===== config.mk =====
export PLATFORM = sky130hd
export DESIGN_NAME = axis_hdr_pkt_gen
export DESIGN_NICKNAME = d
export VERILOG_FILES = /design/src/rtl/axis_gen_pkg.sv /design/src/rtl/lfsr32.sv /design/src/rtl/axis_hdr_pkt_gen.sv
export SDC_FILE = /design/constraint.sdc
export NUM_CORES = 1
export LEC_CHECK = 0
export CAP_MARGIN = 20
export CORE_MARGIN = 1.5
export CORE_UTILIZATION = 50
export CTS_CLUSTER_SIZE = 24
export DETAILED_ROUTE_END_ITERATION = 10
export GPL_TIMING_DRIVEN = 0
export PLACE_DENSITY = 0.76
export RECOVER_POWER = 50
export SYNTH_ARGS = -nofsm -noshare
export SYNTH_HDL_FRONTEND = slang
export SYNTH_SLANG_ARGS = --single-unit

===== constraint.sdc =====
create_clock -name clk -period 22.9 [get_ports clk]
set_clock_uncertainty 0.1 [all_clocks]
set_input_delay 3.435 -clock clk [delete_from_list [all_inputs] [get_ports clk]]
set_output_delay 3.435 -clock clk [all_outputs]
set_load 0.02 [all_outputs]

===== src/rtl/axis_gen_pkg.sv =====
// Shared types, constants and helpers for the AXI-Stream header-insert stimulus generator.
package axis_gen_pkg;

  localparam logic [31:0] LFSR_POLY = 32'h80200003;
  localparam logic [31:0] DEF_SEED  = 32'h1;
  localparam int unsigned MAX_BYTES = 64;

  typedef enum logic [1:0] {IDLE, HDR, BODY, GAP} gen_state_e;

  // Right-shifting Galois step
  function automatic logic [31:0] lfsr_next(input logic [31:0] v);
    return (v >> 1) ^ (v[0] ? LFSR_POLY : 32'h0);
  endfunction

  function automatic logic [31:0] seed_fix(input logic [31:0] s);
    return (s == 32'h0) ? DEF_SEED : s;
  endfunction

  // (cnt+1) ones starting at byte 0
  function automatic logic [MAX_BYTES-1:0] keep_lsb(input int unsigned cnt);
    logic [MAX_BYTES-1:0] k;
    k = '0;
    for (int unsigned i = 0; i < MAX_BYTES; i++)
      if (i <= cnt) k[i] = 1'b1;
    return k;
  endfunction

  // (cnt+1) ones ending at byte nbytes-1
  function automatic logic [MAX_BYTES-1:0] keep_msb(input int unsigned nbytes,
                                                    input int unsigned cnt);
    logic [MAX_BYTES-1:0] k;
    k = '0;
    for (int unsigned i = 0; i < MAX_BYTES; i++)
      if ((i < nbytes) && (i + cnt + 1 >= nbytes)) k[i] = 1'b1;
    return k;
  endfunction

endpackage


===== src/rtl/lfsr32.sv =====
// 32-bit Galois LFSR with synchronous seed load; zero seeds are replaced by DEF_SEED.
module lfsr32
  import axis_gen_pkg::*;
(
  input  logic        clk,
  input  logic        rst_n,
  input  logic        step,
  input  logic        load,
  input  logic [31:0] seed,
  output logic [31:0] value
);

  always_ff @(posedge clk) begin
    if (!rst_n)    value <= DEF_SEED;
    else if (load) value <= seed_fix(seed);
    else if (step) value <= lfsr_next(value);
  end

endmodule


===== src/rtl/axis_hdr_pkt_gen.sv =====
// Repeatable header + packet source and backpressuring sink for the header-insert datapath.
module axis_hdr_pkt_gen
  import axis_gen_pkg::*;
#(
  parameter int unsigned DATA_WD      = 32,
  parameter int unsigned DATA_BYTE_WD = DATA_WD / 8,
  parameter int unsigned BYTE_CNT_WD  = $clog2(DATA_BYTE_WD),
  parameter int unsigned LEN_WD       = 8,
  parameter int unsigned CNT_WD       = 16,
  parameter int unsigned GAP_CYCLES   = 2
) (
  input  logic                    clk,
  input  logic                    rst_n,
  input  logic                    start,
  input  logic [CNT_WD-1:0]       cfg_num_pkts,
  input  logic [LEN_WD-1:0]       cfg_max_beats,
  input  logic [31:0]             cfg_seed,
  input  logic                    cfg_pattern,
  input  logic                    cfg_bp_en,
  output logic                    valid_in,
  output logic [DATA_WD-1:0]      data_in,
  output logic [DATA_BYTE_WD-1:0] keep_in,
  output logic                    last_in,
  input  logic                    ready_in,
  output logic                    valid_insert,
  output logic [DATA_WD-1:0]      data_insert,
  output logic [DATA_BYTE_WD-1:0] keep_insert,
  output logic [BYTE_CNT_WD-1:0]  byte_insert_cnt,
  input  logic                    ready_insert,
  input  logic                    valid_out,
  input  logic [DATA_WD-1:0]      data_out,
  input  logic [DATA_BYTE_WD-1:0] keep_out,
  input  logic                    last_out,
  output logic                    ready_out,
  output logic                    busy,
  output logic                    done,
  output logic [CNT_WD-1:0]       pkt_sent_cnt,
  output logic [CNT_WD-1:0]       pkt_rcvd_cnt,
  output logic [CNT_WD-1:0]       beat_rcvd_cnt
);

  localparam int unsigned GAP_WD = 16;
  localparam logic [DATA_BYTE_WD-1:0] KEEP_ALL = '1;

  gen_state_e state_q, state_d;
  logic [CNT_WD-1:0]       num_q, num_d, pkt_idx_q, pkt_idx_d, pkt_sent_d;
  logic [LEN_WD-1:0]       max_q, max_d, len_q, len_d, beat_q, beat_d;
  logic [LEN_WD-1:0]       lim_c, raw_c;
  logic [BYTE_CNT_WD-1:0]  tail_q, tail_d, byte_insert_cnt_d;
  logic [GAP_WD-1:0]       gap_q, gap_d;
  logic                    pat_q, pat_d, bp_q, bp_d;
  logic                    busy_d, done_d, valid_insert_d, valid_in_d, last_in_d;
  logic [DATA_WD-1:0]      data_insert_d, data_in_d;
  logic [DATA_BYTE_WD-1:0] keep_insert_d, keep_in_d;
  logic                    src_load_c, src_step_c, draw_c, load_beat_c;
  logic                    start_acc_c, run_load_c;
  logic [31:0]             src_lfsr, bp_lfsr, src_after_c;
  logic                    sink_unused_c;

  assign start_acc_c = start && (state_q == IDLE);
  assign run_load_c  = start_acc_c && (cfg_num_pkts != '0);

  lfsr32 u_src_lfsr (
    .clk   (clk),
    .rst_n (rst_n),
    .step  (src_step_c),
    .load  (src_load_c),
    .seed  (cfg_seed),
    .value (src_lfsr)
  );

  lfsr32 u_bp_lfsr (
    .clk   (clk),
    .rst_n (rst_n),
    .step  (busy),
    .load  (run_load_c),
    .seed  (~cfg_seed),
    .value (bp_lfsr)
  );

  function automatic logic [DATA_WD-1:0] inc_beat(input logic [LEN_WD-1:0] b);
    logic [DATA_WD-1:0] w;
    w = '0;
    for (int unsigned k = 0; k < DATA_BYTE_WD; k++)
      w[k*8 +: 8] = 8'(32'(b) * DATA_BYTE_WD + k);
    return w;
  endfunction

  // Wider buses repeat the 32-bit LFSR word
  function automatic logic [DATA_WD-1:0] rep_lfsr(input logic [31:0] v);
    logic [DATA_WD-1:0] w;
    w = '0;
    for (int unsigned k = 0; k < DATA_BYTE_WD; k++)
      w[k*8 +: 8] = v[(k % 4)*8 +: 8];
    return w;
  endfunction

  // Source FSM: next state and next registered outputs
  always_comb begin
    state_d           = state_q;
    num_d             = num_q;
    max_d             = max_q;
    pat_d             = pat_q;
    bp_d              = bp_q;
    pkt_idx_d         = pkt_idx_q;
    len_d             = len_q;
    beat_d            = beat_q;
    tail_d            = tail_q;
    gap_d             = gap_q;
    busy_d            = busy;
    done_d            = 1'b0;
    pkt_sent_d        = pkt_sent_cnt;
    valid_insert_d    = valid_insert;
    data_insert_d     = data_insert;
    keep_insert_d     = keep_insert;
    byte_insert_cnt_d = byte_insert_cnt;
    valid_in_d        = valid_in;
    data_in_d         = data_in;
    keep_in_d         = keep_in;
    last_in_d         = last_in;
    src_load_c        = 1'b0;
    src_step_c        = 1'b0;
    draw_c            = 1'b0;
    load_beat_c       = 1'b0;
    lim_c             = '0;
    raw_c             = '0;

    case (state_q)
      IDLE: begin
        if (start) begin
          pkt_sent_d = '0;
          if (cfg_num_pkts == '0) begin
            done_d = 1'b1;
          end else begin
            src_load_c = 1'b1;
            busy_d     = 1'b1;
            num_d      = cfg_num_pkts;
            max_d      = cfg_max_beats;
            pat_d      = cfg_pattern;
            bp_d       = cfg_bp_en;
            pkt_idx_d  = '0;
            draw_c     = 1'b1;
            state_d    = HDR;
          end
        end
      end
      HDR: begin
        if (valid_insert && ready_insert) begin
          valid_insert_d = 1'b0;
          beat_d         = '0;
          load_beat_c    = 1'b1;
          state_d        = BODY;
        end
      end
      BODY: begin
        if (valid_in && ready_in) begin
          src_step_c = 1'b1;
          if (last_in) begin
            pkt_sent_d = pkt_sent_cnt + CNT_WD'(1);
            valid_in_d = 1'b0;
            last_in_d  = 1'b0;
            if (pkt_idx_q == num_q - CNT_WD'(1)) begin
              done_d  = 1'b1;
              busy_d  = 1'b0;
              state_d = IDLE;
            end else begin
              pkt_idx_d = pkt_idx_q + CNT_WD'(1);
              if (GAP_CYCLES == 0) begin
                draw_c  = 1'b1;
                state_d = HDR;
              end else begin
                gap_d   = '0;
                state_d = GAP;
              end
            end
          end else begin
            beat_d      = beat_q + LEN_WD'(1);
            load_beat_c = 1'b1;
          end
        end
      end
      GAP: begin
        if (gap_q == GAP_WD'(GAP_CYCLES - 1)) begin
          draw_c  = 1'b1;
          state_d = HDR;
        end else begin
          gap_d = gap_q + GAP_WD'(1);
        end
      end
      default: state_d = IDLE;
    endcase

    // Value the source LFSR holds after this edge; header and beat data draw from it
    src_after_c = src_load_c ? seed_fix(cfg_seed)
                : (src_step_c ? lfsr_next(src_lfsr) : src_lfsr);

    if (draw_c) begin
      lim_c             = (max_d == '0) ? '0 : max_d - LEN_WD'(1);
      raw_c             = src_after_c[LEN_WD+7:8];
      len_d             = ((raw_c > lim_c) ? lim_c : raw_c) + LEN_WD'(1);
      tail_d            = src_after_c[BYTE_CNT_WD-1:0];
      valid_insert_d    = 1'b1;
      byte_insert_cnt_d = tail_d;
      keep_insert_d     = DATA_BYTE_WD'(keep_lsb(32'(tail_d)));
      data_insert_d     = DATA_WD'({pkt_idx_d, 8'hA5});
    end

    if (load_beat_c) begin
      valid_in_d = 1'b1;
      last_in_d  = (beat_d == len_d - LEN_WD'(1));
      data_in_d  = pat_q ? rep_lfsr(src_after_c) : inc_beat(beat_d);
      keep_in_d  = last_in_d ? DATA_BYTE_WD'(keep_msb(DATA_BYTE_WD, 32'(tail_q))) : KEEP_ALL;
    end
  end

  always_ff @(posedge clk) begin
    if (!rst_n) begin
      state_q         <= IDLE;
      num_q           <= '0;
      max_q           <= '0;
      pat_q           <= 1'b0;
      bp_q            <= 1'b0;
      pkt_idx_q       <= '0;
      len_q           <= '0;
      beat_q          <= '0;
      tail_q          <= '0;
      gap_q           <= '0;
      busy            <= 1'b0;
      done            <= 1'b0;
      pkt_sent_cnt    <= '0;
      valid_insert    <= 1'b0;
      data_insert     <= '0;
      keep_insert     <= '0;
      byte_insert_cnt <= '0;
      valid_in        <= 1'b0;
      data_in         <= '0;
      keep_in         <= '0;
      last_in         <= 1'b0;
    end else begin
      state_q         <= state_d;
      num_q           <= num_d;
      max_q           <= max_d;
      pat_q           <= pat_d;
      bp_q            <= bp_d;
      pkt_idx_q       <= pkt_idx_d;
      len_q           <= len_d;
      beat_q          <= beat_d;
      tail_q          <= tail_d;
      gap_q           <= gap_d;
      busy            <= busy_d;
      done            <= done_d;
      pkt_sent_cnt    <= pkt_sent_d;
      valid_insert    <= valid_insert_d;
      data_insert     <= data_insert_d;
      keep_insert     <= keep_insert_d;
      byte_insert_cnt <= byte_insert_cnt_d;
      valid_in        <= valid_in_d;
      data_in         <= data_in_d;
      keep_in         <= keep_in_d;
      last_in         <= last_in_d;
    end
  end

  // Sink: only handshakes are counted, the returned payload is not inspected
  assign sink_unused_c = ^{data_out, keep_out, bp_lfsr[31:1]};

  always_ff @(posedge clk) begin
    if (!rst_n) begin
      ready_out     <= 1'b0;
      pkt_rcvd_cnt  <= '0;
      beat_rcvd_cnt <= '0;
    end else begin
      ready_out <= bp_q ? bp_lfsr[0] : 1'b1;
      if (start_acc_c) begin
        pkt_rcvd_cnt  <= '0;
        beat_rcvd_cnt <= '0;
      end else if (valid_out && ready_out) begin
        beat_rcvd_cnt <= beat_rcvd_cnt + CNT_WD'(1);
        if (last_out) pkt_rcvd_cnt <= pkt_rcvd_cnt + CNT_WD'(1);
      end
    end
  end

endmodule


==> out/metrics.cfg <==
[setup_path]
cp.required_ns=23.25
crit_slowest_cell=o41ai_1
reg2reg_depth=31
critPathMaxFanout=10
worstReg2RegStart=state_q[1]
r2r_setup_slack_ns=13.66
r2r-end=last_in
criticalPathCategory=in2reg
cpPeakStageDelay_ns=0.75
cp-start-kind=input port
worstPathArrival_ns=12.90
endpoint_kind=flop

[timing]
fin_crit_ns=12.55
hold_viol_final=0
finalCritPeriodShare_pct=54.8
max_freq_mhz=79.7
tns_ns=0
setup_viol=0
rsz0062_at_grt=no
relSlewSlack_pct=16.7
drv_slew=0
finalWorstSetupSlack_ns=10.35
worst_slew_pin_slew_ns=1.23

[drt]
vias_per_cell=5.84
drt-initial-drc-count=1264
wirelength_mm=41.3
wl_per_cell_um=18.5
drc_errors=0
final_antenna_net_count=0
first_pass_iters=5
via_count=13060

[power_and_ir_drop]
p_leak_nw=6.47
ir_drop_v=0.0000698
pwr-share-seq_pct=32.4
p_clk_share_pct=30.1
power_density_mw_per_mm2=99.6
netSwitchingFraction_pct=37.8
power_switching_uw=618
power_frac_comb_pct=37.5
intPower_mw=1.02

[final_layout]
antenna_cells=0
drive_above_1_share_pct=6.58
multiInputGateArea_sq_mm=0.00754
area_growth_pct=24.6
regArea_sq_mm=0.00504
fill_cells=2253
nets=2002
final_core_utilization_pct=63.3

[cts]
cts_buffers=28
cts_sinks=252
cts_tree=built
clk_latency_ns=0.56
cts_root_buf=clkbuf_16
cts.path.max_buffers=3
cts_setup_buffers=0
hold_buffers=0
cts-resized-gates=0
cts.reportedPaths.clkPinSlew_ns=0.06
htreeDepth=1

[yosys]
yosysSeqAreaShare_pct=38.3
yosysTopAreaCell=dfxtp_1
avgSynthCellArea_sq_um=7.94
synth_top_area_share_pct=38.3
postSynthCellCount=1658
synth_common_cells=252 x dfxtp_1, 247 x nand2_1, 221 x nor2_1
synthFlopType=dfxtp_1
async_flop_share_pct=0
yosysWarnings=0
yosys.cell_types.count=77
synth_edf_count=0
synth_area_sq_mm=0.0132
synth_seq_cells=252
synth_area_leaders=dfxtp_1 38%, nand2_1 7.0%, nor2_1 6.3%
synth_most_common_cell=dfxtp_1

[status]
status=complete, no violations

[floorplanning]
dieArea_sq_mm=0.0273
core_area_sq_mm=0.0259
die_w_um=165
rows=59
start_util_pct=50.8
fp.dieH_um=165
io_pins=229

[flow_run]
maxCapViolations=0

[global_route]
antenna_found_initial=0
grt_max_degree=15
grt_overflow=0
track_usage_pct=29.7
grt_pass1_vias=11766
grt_pass1_wl_mm=63.9

[placed_design]
globalplace.congestion=0.999
hpwl_mm=30.8
numPortBuffers=179
pre_cts_slack_ns=10.99

[worst_hold_path]
hold_path_class=reg2reg
min_from=bp_q
min_to=ready_out
holdPathStages=1

## worst max-delay path by stage
stage / slack [ns] / startpoint / endpoint
2_1_floorplan: 12.98 / cfg_num_pkts[3] / last_in
3_3_place_gp: 11.02 / cfg_num_pkts[11] / last_in
3_5_place_dp: 10.99 / cfg_num_pkts[11] / last_in
4_1_cts: 11.58 / cfg_num_pkts[11] / last_in
5_1_grt: 9.79 / cfg_num_pkts[11] / keep_in[0]
6_report: 10.35 / cfg_num_pkts[11] / last_in
## flip-flops by register name, summed over array words and instances, names as in the netlist, 2 cells and up
name / count
beat_q: 8
beat_rcvd_cnt: 16
data_in: 32
data_insert: 16
gap_q: 16
keep_in: 4
keep_insert: 4
len_q: 8
max_q: 8
num_q: 16
pkt_idx_q: 16
pkt_rcvd_cnt: 16
pkt_sent_cnt: 16
state_q: 2
tail_q: 2
u_bp_lfsr.value: 32
u_src_lfsr.value: 32
## cells by family after synthesis
logic type / Yosys count / synth area share (%)
flops: 252 / 38.3
compound gates: 350 / 16.9
buf+inv: 138 / 4.52
simple gates: 728 / 26.0
fa+ha+maj: 23 / 2.19
xor+xnor: 97 / 6.45
other cells: 1 / 0.0285
mux: 69 / 5.58
## area by class of cell
class	count	share of cell area (%)
Multi-Input combinational cell	1279	46.0
Sequential cell	252	30.8
Buffer	110	2.91
Inverter	28	0.641
Clock inverter	19	1.54
Tap cell	335	2.56
Timing Repair Buffer	179	10.9
Clock buffer	33	4.69
## per-stage QoR
stage / total power, mW / instances / area (sq um) / hold slack (ns)
floorplan: 0.954 / 1669 / 13200 / 0.312
global placement: 1.13 / 2183 / 15400 / 0.323
detailed placement: 1.14 / 2183 / 15400 / 0.342
CTS: 1.63 / 2235 / 16400 / 0.351
global route: 1.72 / 2235 / 16400 / 0.377
finish: 1.63 / 2235 / 16400 / 0.350
## power by group through the flow
stage	sequential [mW]	clock (mW)	combinational (mW)
after floorplan	0.546	0	0.408
after global placement	0.536	0	0.596
after detailed placement	0.538	0	0.604
after CTS	0.530	0.495	0.608
after global routing	0.536	0.516	0.667
final	0.530	0.491	0.612
## per-layer routing
metal	share of wire (%)	global-route usage [%]
met1	45	42.3
met2	44	46.4
met3	8.3	4.30
met4	2.7	8.48
met5	0	0
## layout by cell type, fill, tap and decap left out, types with 9 or more instances in the layout
master	netlist	final
a221oi_1	10	10
mux2i_1	34	34
nand2b_1	12	12
a211oi_1	22	22
and2_1	29	26
o21ai_0	79	80
dlygate4sd3_1	0	120
a31oi_1	24	25
nor3_1	32	32
nand3_1	39	39
ha_1	23	23
dfxtp_1	252	252
mux2_2	35	33
or4_1	9	9
conb_1	1	12
and3_1	29	29
nand4_1	29	29
clkbuf_16	0	28
a22oi_1	15	15
nor4_1	27	28
buf_4	17	16
a21oi_1	115	115
or3_1	17	17
nor2_1	221	221
buf_1	16	14
xor2_1	52	52
xnor2_1	45	45
clkbuf_1	72	77
inv_1	27	27
nand2_1	247	247
a311oi_1	11	11
clkdlybuf4s50_1	0	59
## worst max-delay path, delay by kind of cell
kind | cells | cell delay (ns)
and+or+nand+nor | 11 | 3.23
adders and majority gates | 3 | 0.90
muxes | 1 | 0.33
buffers and inverters | 8 | 3.23
AOI/OAI and AO/OA | 7 | 1.77
Power figures use the tool's default switching activity.
==> RTL change: new RTL, same flow settings <==
Set the parameter `LEN_WD` to 16 (it was 8).
--- a/src/rtl/axis_hdr_pkt_gen.sv
+++ b/src/rtl/axis_hdr_pkt_gen.sv
@@ -7,3 +7,3 @@
   parameter int unsigned BYTE_CNT_WD  = $clog2(DATA_BYTE_WD),
-  parameter int unsigned LEN_WD       = 8,
+  parameter int unsigned LEN_WD       = 16,
   parameter int unsigned CNT_WD       = 16,
Ports: changed (resized cfg_max_beats); port bits go from 229 to 237. The function was not compared with the original's and may differ.
==> RTL change against the original RTL <==
The run now ends with capacitance limit, slew limit left; setup slack got worse by 1.7 ns; area after synthesis increased by 21%; hold slack gained 0.0029 ns; die area up 20%; sequential cell count is 23 higher; critical path depth unchanged; combinational power up 48%; wire length is 33% higher; count of clock-buffer cells in the layout rose by 8; total power grew 22%; sequential power grew 9.8%; design area rose by 18%; critical path type unchanged; largest power group unchanged.
==> RTL change: results (changes against the original RTL) <==
[global_route]
antenna_found_initial = 2  ; was 0
grt.total_usage_pct = 32.4  ; was 29.7%
first_global_vias = 15100  ; was 11,800
grt_start_max_net_pins = 18  ; was 15
grt_pass1_wl_um = 84400  ; was 63,900 um

[place]
place.port_buffers = 187  ; was 179
dpl.hpwl_um = 42400  ; was 30,800 um
pre_cts_slack_ns = 8.59  ; was 10.99 ns
place_congestion = 0.969  ; was 0.999

[hold_path]
hold_start = data_insert[16]  ; was bp_q
min_to = data_insert[16]  ; was ready_out
whs_path_depth = 2  ; was 1

[logic_synthesis]
synth_area_leaders = dfxtp_1, nand2_1, a21oi_1  ; was dfxtp_1, nand2_1, nor2_1
synth_xor_area_share_pct = 5.67  ; was 6.45%
synth.area.mux_share_pct = 4.84  ; was 5.58%
synth-adder-area-share_pct = 2.36  ; was 2.19%
netlist_top_cells_count = dfxtp_1, nand2_1, nor2_1  ; unchanged
synth_compound_area_share_pct = 19.7  ; was 16.9%
synth.distinct_cells = 93  ; was 77
seq_area_frac_synth_pct = 34.6  ; was 38.3%

[setup_path]
rrSetupSlack_ns = 11.25  ; was 13.66 ns
reg2reg_from = state_q[0]  ; was state_q[1]
critical-path-max-stage-delay_ns = 0.88  ; was 0.75 ns
cp.arrival_ns = 14.64  ; was 12.90 ns
crit_slowest_cell = a41oi_1  ; was o41ai_1
r2r_end = keep_in[2]  ; was last_in

[final_layout]
fillers = 2804  ; was 2,253
top_regs = data_in (32), u_bp_lfsr.value (32), u_src_lfsr.value (32)  ; unchanged
nets = 2358  ; was 2,002
drive_gt1_share_pct = 5.93  ; was 6.58%

[outcome]
violations = capacitance limit, slew limit
outcome = complete, but fails checks  ; was finished, final reports clean

[detailed_routing]
drt_iter0_drc = 1432  ; was 1,264
via_per_inst = 6.11  ; was 5.84
first_pass_iters = 8  ; was 5
routed_wl_um = 54700  ; was 41,300 um

[cts]
postCtsSetupBuffers = 0  ; unchanged
numCtsBuffers = 30  ; was 28
clock_latency_ns = 0.61  ; was 0.56 ns

[sta]
slew_viol_final = 11  ; was 0
hold_slack_ns = 0.353  ; was 0.350 ns
worstMarginPinSlew_ns = 1.72  ; was 1.23 ns
post-route-period-util_pct = 62.2  ; was 54.8%

[power_and_ir_drop]
vdd_drop_max_uv = 80.8  ; was 69.8 uV
leakage_nw = 7.52  ; was 6.47 nW

[run]
cap_violations = 1  ; was 0

[RTL change: changes by cell type in the layout (fill, tap and decap cells not counted), sizes merged, moves of 14 or more]
cell / change
nor2: -81
nand3: +30
o21ai: +23
inv: +17
o311a: +17
mux2i: +16
a21boi: +41
clkbuf: +24
and2: +33
nor2b: +81
dfxtp: +23
a31oi: -14
and3: +15
[RTL change: final cells by class]
class	instances	area share (%)
multi-input cells	1547	50.0
flip-flops and latches	275	28.4
repair buffers	187	9.67
clock buffers	41	4.40
plain buffers	135	3.11
well taps	402	2.60
clock inverters	15	0.976
inverters	43	0.834
diodes	1	0.0129
[RTL change: report_power, final]
part	switching [mW]	leakage [nW]	internal [mW]
registers	0.0436	2.24	0.538
logic	0.574	4.77	0.330
clock network	0.211	0.514	0.296
total	0.829	7.52	1.16
[RTL change: worst max-delay path by stage]
stage,end,from,cells past startpoint
2_1_floorplan,keep_in[2],start,29
3_3_place_gp,keep_in[2],start,30
3_5_place_dp,keep_in[2],start,30
4_1_cts,keep_in[2],start,30
5_1_grt,keep_in[2],start,30
6_report,keep_in[2],start,30
[RTL change: logic make-up after synthesis]
group,Yosys count
muxes,74
other,1
and+or+nand+nor,864
buffers and inverters,178
adders and majority gates,30
DFF,275
xor gates and xnor gates,103
AOI/OAI and AO/OA,464
[RTL change: stage by stage]
stage / cells / util [%] / power [mW]
2_1_floorplan: 2000 / - / 1.20
3_3_place_gp: 2589 / 58.2 / 1.47
3_5_place_dp: 2589 / 58.2 / 1.48
4_1_cts: 2645 / 61.5 / 1.99
5_1_grt: 2645 / 61.5 / 2.10
6_report: 2646 / 61.5 / 1.99
[RTL change: routing by layer]
layer | share of wire (%) | GRT usage, % | up-vias
met5 | 0.024 | 0 | -
li1 | - | - | 7580
met4 | 4.6 | 14.1 | 2
met3 | 8.8 | 4.39 | 154
met2 | 45 | 52.8 | 795
met1 | 42 | 42.9 | 7639
[RTL change: worst min-delay path: cells and delay by family (launching register included)]
kind | cells | cell delay (ns)
flops | 1 | 0.31
simple gates | 2 | 0.10
